**config.mk**
```make
export PLATFORM = sky130hd
export DESIGN_NAME = imem_arbiter
export DESIGN_NICKNAME = d
export VERILOG_FILES = /design/src/rtl/imem_arbiter.sv
export SDC_FILE = /design/constraint.sdc
export NUM_CORES = 1
export LEC_CHECK = 0
export BUFFER_PORTS_ARGS = -buffer_cell sky130_fd_sc_hd__buf_2
export CAP_MARGIN = 20
export CORE_AREA = 4 4 100 102
export CTS_CLUSTER_SIZE = 20
export DETAILED_ROUTE_END_ITERATION = 8
export DIE_AREA = 0 0 104 106
export GPL_ROUTABILITY_DRIVEN = 0
export MAX_ROUTING_LAYER = met4
export PLACE_DENSITY = 0.58
export SLEW_MARGIN = 20
export SYNTH_ARGS = -nofsm -noshare
export SYNTH_HDL_FRONTEND = slang
export SYNTH_SLANG_ARGS = --single-unit
```
**constraint.sdc**
```tcl
create_clock -name clk_i -period 2.05 [get_ports clk_i]
set_input_delay 0.205 -clock clk_i [delete_from_list [all_inputs] [get_ports clk_i]]
set_output_delay 0.205 -clock clk_i [all_outputs]
set_load 0.02 [all_outputs]
```
**src/rtl/imem_arbiter.sv**
```systemverilog
// imem_arbiter: shares the single-port instruction SRAM between fetch and the data-side path,
// with fetch priority, a starvation override for data, and tagged 1-cycle read-response routing.
module imem_arbiter #(
  parameter int               XLEN       = 32,
  parameter int               ADDR_W     = 13,
  parameter logic [XLEN-1:0]  BASE       = 32'h8000_0000,
  parameter int               STARVE_MAX = 4
) (
  input  logic              clk_i,
  input  logic              rstn_i,
  input  logic              f_req_i,
  input  logic [XLEN-1:0]   f_addr_i,
  input  logic              f_kill_i,
  output logic              f_gnt_o,
  output logic              f_rvalid_o,
  output logic [XLEN-1:0]   f_rdata_o,
  output logic              f_err_o,
  input  logic              d_req_i,
  input  logic              d_we_i,
  input  logic [3:0]        d_be_i,
  input  logic [XLEN-1:0]   d_addr_i,
  input  logic [XLEN-1:0]   d_wdata_i,
  output logic              d_gnt_o,
  output logic              d_rvalid_o,
  output logic [XLEN-1:0]   d_rdata_o,
  output logic              d_err_o,
  output logic              mem_en_o,
  output logic              mem_we_o,
  output logic [3:0]        mem_be_o,
  output logic [ADDR_W-1:0] mem_addr_o,
  output logic [XLEN-1:0]   mem_wdata_o,
  input  logic [XLEN-1:0]   mem_rdata_i
);
  localparam int              SW   = $clog2(STARVE_MAX + 1);
  localparam logic [XLEN-1:0] SPAN = XLEN'(1) << (ADDR_W + 2);
  typedef enum logic [1:0] {NONE, FETCH, DATA, FETCH_KILLED} resp_t;
  resp_t           r_resp, w_resp, w_resp_nxt;
  logic [SW-1:0]   r_starve, w_starve_nxt;
  logic            r_err, r_wr_err;
  logic [XLEN-1:0] w_f_off, w_d_off;
  logic            w_f_in, w_d_in, w_in, w_force;
  assign w_f_off = f_addr_i - BASE;
  assign w_d_off = d_addr_i - BASE;
  assign w_f_in  = (f_addr_i >= BASE) && (w_f_off < SPAN);
  assign w_d_in  = (d_addr_i >= BASE) && (w_d_off < SPAN);
  // Data takes the port only once it has been denied STARVE_MAX cycles in a row
  assign w_force = d_req_i && (r_starve == SW'(STARVE_MAX));
  assign f_gnt_o = rstn_i && f_req_i && !w_force;
  assign d_gnt_o = rstn_i && d_req_i && !f_gnt_o;
  assign w_in    = d_gnt_o ? w_d_in : w_f_in;
  assign mem_en_o    = (f_gnt_o || d_gnt_o) && w_in;
  assign mem_we_o    = mem_en_o && d_gnt_o && d_we_i;
  assign mem_addr_o  = !mem_en_o ? '0 : d_gnt_o ? w_d_off[ADDR_W+1:2] : w_f_off[ADDR_W+1:2];
  assign mem_be_o    = mem_we_o ? d_be_i : {4{mem_en_o}};
  assign mem_wdata_o = mem_we_o ? d_wdata_i : '0;
  // A kill arriving in the response cycle suppresses the older fetch's data
  assign w_resp     = (r_resp == FETCH && f_kill_i) ? FETCH_KILLED : r_resp;
  assign f_rvalid_o = (w_resp == FETCH);
  assign f_err_o    = f_rvalid_o && r_err;
  assign f_rdata_o  = (f_rvalid_o && !r_err) ? mem_rdata_i : '0;
  assign d_rvalid_o = (w_resp == DATA);
  assign d_err_o    = (d_rvalid_o && r_err) || r_wr_err;
  assign d_rdata_o  = (d_rvalid_o && !r_err) ? mem_rdata_i : '0;
  always_comb begin
    w_resp_nxt   = f_gnt_o ? FETCH : (d_gnt_o && !d_we_i) ? DATA : NONE;
    w_starve_nxt = (!d_req_i || d_gnt_o) ? '0 :
                   (r_starve == SW'(STARVE_MAX)) ? r_starve : r_starve + SW'(1);
  end
  always_ff @(posedge clk_i or negedge rstn_i) begin
    if (!rstn_i) begin
      r_resp   <= NONE;
      r_starve <= '0;
      r_err    <= 1'b0;
      r_wr_err <= 1'b0;
    end else begin
      r_resp   <= w_resp_nxt;
      r_starve <= w_starve_nxt;
      r_err    <= (f_gnt_o || d_gnt_o) && !w_in;
      r_wr_err <= d_gnt_o && d_we_i && !w_d_in;
    end
  end
endmodule

```
After elaboration in Yosys (flattened, before gate mapping)
Cells that the tools add are included.
- logic and storage cells: 57
- output and inout port bits: 121
- bits of input ports: 138
- flip-flop bits (word level): 7
- order comparisons: 4
- add/sub/neg operators: 3
- reductions and logical operators: 29
- equality and inequality tests: 5
- mux-type cells: 12
- operators by type and width (operator ; number):
    2-to-1 mux 32 bit ; 3
    greater-or-equal comparator 32 bit, second input constant ; 2
    less-than comparator 32 x 16 -> 1 bit, second input constant ; 2
    subtractor 32 bit, second input constant ; 2
    2-to-1 mux 13 bit ; 2
    logical AND 1 bit ; 19
    zero test 1 bit ; 7
    2-to-1 mux 2 bit ; 3
    2-to-1 mux 3 bit ; 2
    equality test 2 x 1 -> 1 bit, second input constant ; 2
    2-to-1 mux 4 bit ; 1
    adder 3 x 1 -> 3 bit, second input constant ; 1
    equality test 3 bit, second input constant ; 1
    logical OR 1 bit ; 3
    equality test 2 bit, second input constant ; 1
    inequality test 2 bit, second input constant ; 1
    2-to-1 mux 1 bit ; 1

Longest topological paths before layout
Gate-level depths: netlist of run 1.
- word-level depth: 11
- depth in mapped cells: 8
- depth with buffers taken out: 7

Worst setup path before layout of run 1
No wires, ideal clock.
- kind: register to output
- start point: register r_starve[0]
- end point: output port mem_en_o
- data arrival time: 1.866 ns
- buffers on the path: 0
- stages on the path, launching flop included: 8
- slack: -0.021 ns
- path through: dfrtp_1 > inv_1 > ha_1 > nand2_2 > a21o_2 > inv_2 > or3_2 > a21oi_1
- cells in the longest elaborated chain, start to end: 8
- elaborated cells on any way between the ends: 9
- RTL lines (item ; RTL line ; source):
    start: declaration ; 38 ; logic [SW-1:0] r_starve, w_starve_nxt;
    start signal: assignment ; 77 ; r_starve <= w_starve_nxt;
    equality test 3 bit (*) ; 47 ; assign w_force = d_req_i && (r_starve == SW'(STARVE_MAX));
    logical AND 1 bit (*) ; 47 ;
    zero test 1 bit (*) ; 48 ; assign f_gnt_o = rstn_i && f_req_i && !w_force;
    logical AND 1 bit (*) ; 48 ;
    zero test 1 bit (*) ; 49 ; assign d_gnt_o = rstn_i && d_req_i && !f_gnt_o;
    logical AND 1 bit (*) ; 49 ;
    via d_gnt_o ; 23 ; output logic d_gnt_o,
    2-to-1 mux 1 bit or logical OR 1 bit (tied branches) ; 50, 51 ;
    logical AND 1 bit (*) ; 51 ; assign mem_en_o = (f_gnt_o || d_gnt_o) && w_in;
    end: declaration ; 27 ; output logic mem_en_o,
The timed path passes the listed nets; every way through them passes the cells marked *.

Final worst setup path of run 1
- start point: register r_starve[1]
- end point: output port mem_be_o[0]
- cells in the longest elaborated chain, start to end: 11
- elaborated cells on any way between the ends: 12
- RTL lines (item ; RTL line ; source):
    equality test 3 bit (*) ; 47 ;
    logical AND 1 bit (*) ; 47 ;
    zero test 1 bit (*) ; 48 ;
    logical AND 1 bit (*) ; 48 ;
    zero test 1 bit ; 49 ;
    logical AND 1 bit ; 49 ;
    2-to-1 mux 1 bit or logical OR 1 bit (tied branches) ; 50, 51 ;
    logical AND 1 bit ; 51 ;
    logical AND 1 bit (2 in series) ; 52 ; assign mem_we_o = mem_en_o && d_gnt_o && d_we_i;
    2-to-1 mux 4 bit (*) ; 54 ; assign mem_be_o = mem_we_o ? d_be_i : {4{mem_en_o}};
    end: declaration ; 29 ; output logic [3:0] mem_be_o,
Every way passes the cells marked *; elsewhere a longest branch is shown, timed or not.

==> flow_metrics.py, run 1 <==
metrics = {
    "layout": {
        "final_util_pct": 36.7,
        "final_common_cell": "buf_2",
        "final_cell_mix": "204 x buf_2, 97 x and2_1, 45 x buf_6",
        "design_area_um2": 3340,
        "layout-drive-gt1-share_pct": 65.4,
        "fillers": 965,
        "area_growth_pct": 138,
        "final_nets": 595,
        "n_antenna_cell": 0,
    },
    "synth": {
        "synth_mux_area_share_pct": 0,
        "synth-simple-area-share_pct": 62.5,
        "syn_inst": 188,
        "yosys_warnings": 0,
        "syn_avg_cell_area_um2": 7.46,
        "synth_fp_nets": 328,
        "synth_top_family_by_area": "simple AND/OR/NAND/NOR gates",
        "ys_seq_area_share_pct": 12.5,
        "ys_types": 36,
        "ys_ff_latch": 7,
        "synth_compound_area_share_pct": 16.5,
        "synthAdderAreaFrac_pct": 1.78,
        "synth_xor_area_share_pct": 0,
        "syn_area_um2": 1400,
    },
    "routing": {
        "routed_via_density": 4.18,
        "drc": 0,
        "dr.pass1.iters": 4,
        "wirelength_um": 8070,
        "wl_per_cell_um": 14.3,
        "num_vias": 2362,
        "ant_nets": 0,
        "initialDrtViolationCount": 71,
    },
    "outcome": {
        "status": "finished with violations",
        "violations": "setup timing",
    },
    "critical_path": {
        "worstSetupPathType": "register to output port",
        "reg2reg_to": "r_err$_DFF_PN0_",
        "worstPathRequired_ns": 1.85,
        "worstPathArrival_ns": 1.88,
        "cp_max_fo": 5,
        "critPathCaptureType": "output port",
        "critPathLaunchType": "register",
        "reg2reg_slack_ns": 0.35,
        "worstReg2RegStart": "r_starve[1]$_DFFE_PN0P_",
        "reg2reg_depth": 10,
        "crit_start": "r_starve[1]$_DFFE_PN0P_",
        "worstSetupEndpoint": "mem_be_o[0]",
    },
    "place": {
        "io_buffers": 254,
        "dpl_cell_area_um2": 2830,
        "dp.final_hpwl_um": 6900,
    },
    "sta": {
        "fin_crit_ns": 2.08,
        "slew_headroom_pct": 76.9,
        "final_max_slew_viol_count": 0,
        "period_share_pct": 102,
        "setup_viol": 33,
        "worst_slack_ns": -0.0331,
        "rsz0062_at_grt": "true",
        "fmax_mhz": 480,
        "timing.hold.ws_ns": 0.261,
        "hold_violations": 0,
        "tightest_slew_ns": 0.344,
        "clock_skew_ns": 0.00474,
    },
    "global_route": {
        "grt_max_degree": 34,
        "grt_pass1_wl_um": 11600,
        "grt_pass1_vias": 2379,
        "overflow": 0,
        "antenna_found_initial": 0,
        "track_usage_pct": 13.0,
    },
    "floorplanning": {
        "ios": 259,
        "die_width_um": 104,
        "initial_utilization_pct": 15.4,
        "coreArea_um2": 9110,
        "die_h_um": 106,
        "num_rows": 35,
        "dieArea_um2": 11000,
    },
    "hold_path": {
        "hold_class": "input pin to register",
    },
    "clocking": {
        "cts_tree": "yes",
        "clk_pin_slew_ns": 0.04,
        "cts-buffers-inserted": 3,
        "cts_htree_levels": 1,
        "clock_path_buffers": 2,
        "clk_latency_ns": 0.23,
        "cts_root_buf": "clkbuf_8",
        "clkSinkCount": 7,
    },
    "power_and_ir_drop": {
        "cellLeakagePower_nw": 1.99,
        "power_switching_mw": 0.199,
        "ir_drop_mv": 0.154,
        "powerDensity_nw_per_um2": 189,
        "combPwrFrac_pct": 45.0,
        "p_seq_share_pct": 24.1,
        "clockPowerShare_pct": 30.9,
        "swShare_pct": 31.5,
        "intPower_mw": 0.432,
    },
    "run": {
        "cap_violations": 0,
    },
}
## Yosys cell counts (all sizes together)
master  instances  area share [%]
and2           97              43
a22o           13             8.5
dfrtp           7              12
clkbuf          6             1.6
nand2           6             1.8
nor2            6             1.6
nor3            6             3.7
nor4            6             4.6
a21oi           5             1.8
buf             5             4.0
inv             4             1.1
nor2b           4             1.8
o21bai          4             2.1
a21o            2             1.2
ha              2             1.8
nor3b           2             1.1
o21ai           2            0.71
or3             2             1.3
a211o           1            0.62
a21boi          1            0.54
a31oi           1            0.45
a32oi           1            0.62
nand2b          1            0.45
nand3           1            0.36
nand4           1            0.45
nand4b          1             1.1
or4b            1            0.98
## layer usage
layer / track usage (%) / vias up / part of all wire, %
met5: - / - / 0
li1: - / 1160 / -
met1: 14.4 / 1033 / 36
met2: 23.9 / 165 / 52
met4: 2.85 / 0 / 1.1
met3: 2.98 / 4 / 10
## critical path, cell delays in order, from the launching register on
cell	delay [ns]
dfrtp_1	0.38
inv_2	0.08
ha_4	0.15
nand2_4	0.06
a21o_4	0.21
or3_4	0.44
o21bai_1	0.16
buf_4	0.16
## metrics by stage
step,TNS [ns],setup WS [ns],total power [mW],std cells
floorplan,0,0.0191,0.232,188
global placement,0,0.0589,0.403,551
detailed placement,-0.00177,-0.00177,0.409,551
CTS,-0.378,-0.0374,0.625,562
global route,-5.01,-0.142,0.668,565
finish,-0.291,-0.0331,0.631,565
## worst min path at each step
stage	to	slack, ns	startpoint	cells past startpoint
3_5_place_dp	r_resp[0]$_DFF_PN0_	0.16	rstn_i	2
5_1_grt	r_resp[0]$_DFF_PN0_	0.28	d_req_i	2
3_3_place_gp	r_starve[2]$_DFFE_PN0P_	0.15	rstn_i	2
6_report	r_resp[0]$_DFF_PN0_	0.26	d_req_i	2
2_1_floorplan	r_err$_DFF_PN0_	-0.09	rstn_i	0
4_1_cts	r_resp[1]$_DFF_PN0_	0.26	d_we_i	2
## cells by family (layout without fill, tap and decap cells)
logic type	after synthesis	in the layout
AOI/OAI and AO/OA	30	30
adders and majority gates	2	2
buffers and inverters	15	281
DFF	7	7
and+or+nand+nor	134	134
## cell type report
type / instances / area [µm²] / area share [%]
Inverter: 4 / 15.0 / 0.449
Clock buffer: 4 / 45.0 / 1.35
Timing Repair Buffer: 273 / 1750 / 52.4
Tap cell: 111 / 139 / 4.15
Sequential cell: 7 / 175 / 5.24
Multi-Input combinational cell: 166 / 1220 / 36.4
## sequential cells by signal, indices dropped and copies added (netlist names)
register,count
r_wr_err,1
r_resp,2
r_starve,3
r_err,1
## power groups by stage
| stage | Sequential, mW | Clock [mW] | Combinational, mW |
|---|---|---|---|
| floorplan | 0.152 | 0 | 0.0801 |
| global placement | 0.153 | 0 | 0.250 |
| finish | 0.152 | 0.195 | 0.284 |
| global route | 0.152 | 0.204 | 0.312 |
| detailed placement | 0.154 | 0 | 0.255 |
| CTS | 0.152 | 0.198 | 0.275 |
## what timing repair did
item	4_1_cts	5_1_grt
setup endpoints to repair	51	51
gates cloned	1	1
hold buffers	1	0
buffers inserted	5	2
resized for setup	83	26
hold endpoints to repair	7	0
pin swaps	8	17
Power figures use the tool's default switching activity.
==> inputs of run 2 (changes only) <==
--- a/config.mk
+++ b/config.mk
@@ -8,12 +8,12 @@
 export BUFFER_PORTS_ARGS = -buffer_cell sky130_fd_sc_hd__buf_2
 export CAP_MARGIN = 20
-export CORE_AREA = 4 4 100 102
+export CORE_AREA = 2 2 100 102
 export CTS_CLUSTER_SIZE = 20
 export DETAILED_ROUTE_END_ITERATION = 8
-export DIE_AREA = 0 0 104 106
+export DIE_AREA = 0 0 102 104
 export GPL_ROUTABILITY_DRIVEN = 0
 export MAX_ROUTING_LAYER = met4
-export PLACE_DENSITY = 0.58
-export SLEW_MARGIN = 20
+export PLACE_DENSITY = 0.57
+export SLEW_MARGIN = 25
 export SYNTH_ARGS = -nofsm -noshare
 export SYNTH_HDL_FRONTEND = slang
==> constraint.sdc (replaced) <==
create_clock -name clk_i -period 2.05 [get_ports clk_i]
set_input_delay 0.41 -clock clk_i [delete_from_list [all_inputs] [get_ports clk_i]]
set_output_delay 0.41 -clock clk_i [all_outputs]
set_load 0.02 [all_outputs]
==> flow_metrics.py, run 2 (same netlist as run 1, synthesis figures left out) <==
metrics = {
    "outcome": {
        "status": "finished with violations",
        "violations": "setup timing",
    },
    "sta": {
        "tightest_slew_ns": 0.313,
        "rsz0062_at_grt": "true",
        "fin_crit_ns": 2.40,
        "hold_violations": 0,
        "clock_skew_ns": 0.00423,
        "setup_viol": 51,
        "worst_slack_ns": -0.353,
        "final_max_slew_viol_count": 0,
        "slew_headroom_pct": 79.0,
        "fmax_mhz": 416,
        "period_share_pct": 117,
    },
    "critical_path": {
        "critPathLaunchType": "register",
        "worstPathArrival_ns": 1.99,
        "critPathCaptureType": "output port",
        "worstSetupPathType": "register to output port",
        "cp_max_fo": 8,
        "worstPathRequired_ns": 1.64,
    },
    "clocking": {
        "clk_pin_slew_ns": 0.04,
        "postCtsHoldBufs": 0,
        "cts_htree_levels": 1,
        "cts_root_buf": "clkbuf_8",
        "cts_tree": "yes",
        "clk_latency_ns": 0.23,
        "clock_path_buffers": 2,
        "cts-buffers-inserted": 3,
        "clkSinkCount": 7,
    },
    "place": {
        "dp.final_hpwl_um": 6000,
        "dpl.cell_count": 581,
        "dpl_cell_area_um2": 3080,
        "pre_cts_ws_ns": -0.335,
        "io_buffers": 254,
    },
    "layout": {
        "final_nets": 605,
        "layout-drive-gt1-share_pct": 75.2,
        "largest_register_ffs": 3,
        "top_register": "r_starve",
        "design_area_um2": 3630,
        "final_common_cell": "buf_2",
        "final_cell_mix": "208 x buf_2, 65 x and2_1, 42 x buf_6",
        "final_cells": 597,
        "n_antenna_cell": 0,
        "largestRegisters": "r_starve (3), r_resp (2)",
        "area_growth_pct": 159,
    },
    "floorplanning": {
        "ios": 259,
        "die_width_um": 102,
        "dieArea_um2": 10600,
        "coreArea_um2": 9550,
        "die_h_um": 104,
        "initial_utilization_pct": 14.7,
        "num_rows": 36,
    },
    "routing": {
        "dr.pass1.iters": 4,
        "initialDrtViolationCount": 72,
        "num_vias": 2392,
        "wirelength_um": 7460,
        "drc": 0,
        "routed_via_density": 4.01,
        "wl_per_cell_um": 12.5,
        "ant_nets": 0,
    },
    "global_route": {
        "grt_use_met1_pct": 14.0,
        "grt_pass1_vias": 2284,
        "antenna_found_initial": 0,
        "overflow": 0,
        "grt_max_degree": 33,
        "busiest_layer": "met2",
        "grt_pass1_wl_um": 10600,
        "track_usage_pct": 12.5,
        "grtUsageMet2_pct": 24.2,
        "grtUsageMet3_pct": 0.739,
    },
    "hold_path": {
        "hold_class": "input pin to asynchronous set/reset pin",
    },
    "power_and_ir_drop": {
        "ir_drop_mv": 0.149,
        "powerDensity_nw_per_um2": 178,
        "cellLeakagePower_nw": 2.14,
    },
    "run": {
        "cap_violations": 0,
    },
}
-- run 2: cell types whose count changed in the layout (fill, tap and decap cells not counted), sizes merged --
cell / before / now
buf: 271 / 282
dlygate4sd3: 1 / 0
-- run 2: repair_timing --
item | CTS | global route
gates resized for setup | 97 | 23
hold endpoints to repair | 0 | 0
buffers inserted | 4 | 5
pin swaps | 14 | 14
setup endpoints to repair | 52 | 103
gates cloned | 2 | 2
-- run 2: metrics by stage --
step                      setup TNS (ns)  utilization, %  hold slack (ns)  power [mW]
after floorplan                    -1.10               -            0.114       0.236
after global placement             -9.79            32.2            0.341       0.422
after detailed placement          -11.04            32.2            0.345       0.427
after CTS                         -15.46            36.7            0.101       0.640
after global routing              -19.50            38.1            0.124       0.695
final                             -14.87            38.1            0.104       0.648
-- run 2: path summary, 6_finish.rpt --
check                                         from             endpoint  slack (ns)  cells past startpoint
setup / recovery           r_starve[0]$_DFFE_PN0P_      mem_wdata_o[26]       -0.35                      9
hold / removal                              rstn_i  r_resp[0]$_DFF_PN0_        0.10                      2
setup reg to reg           r_starve[0]$_DFFE_PN0P_      r_err$_DFF_PN0_        0.35                      7
hold reg to reg            r_starve[2]$_DFFE_PN0P_  r_resp[0]$_DFF_PN0_        0.66                      2
max in group asynchronous                   rstn_i   r_wr_err$_DFF_PN0_        1.80                      2
min in group clk_i                         f_req_i  r_resp[0]$_DFF_PN0_        0.48                      3
-- run 2: layout make-up --
| type | instances | area, µm² |
|---|---|---|
| Tap cell | 133 | 166 |
| Inverter | 4 | 15.0 |
| Multi-Input combinational cell | 166 | 1380 |
| Sequential cell | 7 | 175 |
| Fill cell | 986 | 5920 |
| Timing Repair Buffer | 283 | 1850 |
| Clock buffer | 4 | 45.0 |
-- run 2: power by group --
group / leakage (nW) / switching [mW] / total, mW / internal (mW)
clock: 0.0228 / 0.0577 / 0.192 / 0.134
sequential: 0.0929 / 0.00605 / 0.152 / 0.146
combinational: 2.03 / 0.139 / 0.304 / 0.165
total: 2.14 / 0.203 / 0.648 / 0.445
-- run 2: routing by layer --
layer,part of all wire [%],wire (µm)
met5,0,0
met4,0.38,28
met3,8.3,621
met2,53,3940
met1,38,2870
-- run 2: critical path: stages (launching register included) --
cell and delay (ns):
dfrtp_1 0.38, inv_2 0.08, ha_4 0.14, nand2_4 0.05, a211o_4 0.34, nor3_4 0.23
buf_6 0.16, buf_16 0.12, and2_4 0.14, buf_6 0.11
==> inputs of run 3 (changes only) <==
Settings changed: ABC_AREA set to 1, CORE_AREA 2 2 100 102 to 2 2 99 101, DIE_AREA 0 0 102 104 to 0 0 101 103, PLACE_DENSITY 0.57 to 0.59, SKIP_CTS_REPAIR_TIMING set to 1.
==> flow_metrics.py, run 3 <==
metrics = {
    "synth": {
        "ys_ff_latch": 7,
        "async_flop_share_pct": 100,
        "synth_top_area_cell": "nor2_1",
        "synth_ff_type": "dfrtp_1",
        "syn_avg_cell_area_um2": 4.86,
        "yosys.area.top_type_share_pct": 26.1,
        "synth_edf_count": 0,
        "syn_inst": 323,
        "synth_area_leaders": "nor2_1 26%, inv_1 21%, nand2_1 15%, dfrtp_1 11%, nor2_2 8.0%",
        "synth_fp_nets": 463,
        "yosys_warnings": 0,
        "synth_common_cells": "109 x nor2_1, 87 x inv_1, 61 x nand2_1, 20 x nor2_2, 7 x dfrtp_1",
        "syn_area_um2": 1570,
        "ys_types": 26,
        "ys_seq_area_share_pct": 11.2,
        "synth_most_common_cell": "nor2_1",
    },
    "power_and_ir_drop": {
        "cellLeakagePower_nw": 2.52,
        "p_seq_share_pct": 18.3,
        "p_total_mw": 0.844,
        "swShare_pct": 39.5,
        "clockPowerShare_pct": 22.7,
        "combPwrFrac_pct": 59.0,
        "ir_drop_mv": 0.137,
        "intPower_mw": 0.510,
        "powerDensity_nw_per_um2": 216,
        "power_switching_mw": 0.334,
    },
    "global_route": {
        "overflow": 0,
        "grt_pass1_vias": 2259,
        "grt_pass1_wl_um": 10200,
        "track_usage_pct": 12.7,
        "grt_max_degree": 33,
        "antenna_found_initial": 3,
    },
    "clocking": {
        "clk_latency_ns": 0.22,
        "cts_htree_levels": 1,
        "clkSinkCount": 7,
        "cts_tree": "yes",
        "cts-buffers-inserted": 3,
        "clk_pin_slew_ns": 0.04,
        "cts_root_buf": "clkbuf_8",
        "clock_path_buffers": 2,
    },
    "place": {
        "dp.final_hpwl_um": 6650,
        "pre_cts_ws_ns": -0.160,
        "dpl.cell_count": 696,
        "io_buffers": 254,
    },
    "critical_path": {
        "path_cells": "inv_2, ha_4, nand3_4, nand3_4, inv_4, nor2_8, nand2_4, nor2_8, inv_8, clkbuf_16, nor2_4, buf_6",
        "worstPathArrival_ns": 1.90,
        "slowest_stage": "dfrtp_1",
        "reg2reg_slack_ns": 0.48,
        "critPathLaunchType": "register",
        "cp_max_fo": 6,
        "reg2reg_depth": 10,
        "critPathCaptureType": "output port",
        "worstSetupEndpoint": "mem_wdata_o[17]",
        "critical_path.max_stage_delay_ns": 0.39,
        "worstSetupPathType": "register to output port",
        "crit_start": "r_starve[1]$_DFFE_PN0P_",
        "reg2reg_to": "r_err$_DFF_PN0_",
        "worstReg2RegStart": "r_starve[1]$_DFFE_PN0P_",
        "worstPathRequired_ns": 1.64,
    },
    "routing": {
        "dr.pass1.iters": 5,
        "top_layer": "met4",
        "initialDrtViolationCount": 28,
        "routed-wl-met2_um": 4230,
        "drc": 0,
        "num_vias": 2768,
        "ant_nets": 0,
        "route.met3.wl_um": 814,
        "wl_per_cell_um": 11.4,
        "wirelength_um": 8160,
        "met1_length_um": 3100,
        "routed_via_density": 3.88,
    },
    "sta": {
        "rsz0062_at_grt": "true",
        "worst_slack_ns": -0.262,
        "period_share_pct": 113,
        "slew_headroom_pct": 80.5,
        "final_max_slew_viol_count": 0,
        "hold_violations": 0,
        "fmax_mhz": 433,
        "setup_viol": 51,
        "clock_skew_ns": 0.00488,
        "timing.hold.ws_ns": 0.162,
        "tightest_slew_ns": 0.291,
        "fin_crit_ns": 2.31,
    },
    "layout": {
        "final_nets": 737,
        "area_growth_pct": 149,
        "largest_register_ffs": 3,
        "final_cells": 713,
        "largestRegisters": "r_starve (3), r_resp (2)",
        "final_common_cell": "buf_2",
        "final_cell_mix": "202 x buf_2, 85 x nor2_1, 80 x inv_1",
        "top_register": "r_starve",
        "layout-drive-gt1-share_pct": 58.7,
    },
    "floorplanning": {
        "coreArea_um2": 9460,
        "num_rows": 36,
        "dieArea_um2": 10400,
        "die_h_um": 103,
        "ios": 259,
        "initial_utilization_pct": 16.6,
        "die_width_um": 101,
    },
    "run": {
        "cap_violations": 0,
    },
    "outcome": {
        "status": "finished with violations",
        "violations": "setup timing",
    },
    "hold_path": {
        "hold_class": "input pin to asynchronous set/reset pin",
    },
}
-- run 3: cell count changes after synthesis, moves of 4 or more --
cell      change
a22o_1        -9
nor2b_1       -4
nor2_2       +20
nand2_1      +56
a21oi_1       -5
o21bai_1      -4
inv_1        +84
and2_1       -97
nand3_2       +5
a22o_2        -4
nor3_1        -4
nor2_1      +103
-- run 3: worst min-delay path by stage --
stage / startpoint / depth (start not counted) / end
3_5_place_dp: rstn_i / 2 / r_starve[2]$_DFFE_PN0P_
4_1_cts: rstn_i / 2 / r_starve[2]$_DFFE_PN0P_
5_1_grt: rstn_i / 2 / r_starve[1]$_DFFE_PN0P_
6_report: rstn_i / 2 / r_starve[2]$_DFFE_PN0P_
2_1_floorplan: rstn_i / 0 / r_err$_DFF_PN0_
3_3_place_gp: rstn_i / 2 / r_resp[0]$_DFF_PN0_
-- run 3: stage by stage --
stage	utilization, %	instance area (µm²)	setup TNS (ns)
2_1_floorplan	-	1690	-0.781
3_3_place_gp	33.8	3200	-3.87
3_5_place_dp	33.8	3200	-3.49
4_1_cts	34.3	3240	-12.95
5_1_grt	41.3	3910	-15.05
6_report	41.3	3910	-10.48
-- run 3: area by class of cell --
type,instances,area [µm²]
fillers,995,5550
repair buffers,281,1890
multi-input cells,215,1300
inverters,89,347
flip-flops and latches,7,175
well taps,114,143
clock buffers,4,45.0
diodes,3,7.51
-- run 3: cell families (layout without fill, tap and decap cells) --
logic type / count (synthesis) / after routing / synth area share, %
buf+inv: 101 / 374 / 26.2
simple gates: 207 / 207 / 58.5
compound gates: 5 / 5 / 1.99
flops: 7 / 7 / 11.2
xor+xnor: 1 / 1 / 0.558
other cells: 0 / 3 / 0
fa+ha+maj: 2 / 2 / 1.59
-- run 3: power by group through the flow --
| stage | clock (mW) | combinational (mW) | sequential [mW] |
|---|---|---|---|
| 3_5_place_dp | 0 | 0.420 | 0.155 |
| 3_3_place_gp | 0 | 0.413 | 0.155 |
| 2_1_floorplan | 0 | 0.206 | 0.155 |
| 4_1_cts | 0.196 | 0.422 | 0.154 |
| 6_report | 0.191 | 0.498 | 0.155 |
| 5_1_grt | 0.210 | 0.550 | 0.156 |
-- run 3: per-layer routing --
| layer | up-vias | global-route usage, % |
|---|---|---|
| li1 | 1442 | - |
| met1 | 1179 | 15.2 |
| met2 | 145 | 22.1 |
| met3 | 2 | 2.85 |
| met4 | 0 | 2.49 |
| met5 | - | - |
-- run 3: critical path: cells and delay by family (launching register included) --
family	cells	cell delay [ns]
AND/OR/NAND/NOR	6	0.64
buffers and inverters	5	0.51
flip-flops	1	0.39
adder cells (fa/ha/maj)	1	0.14
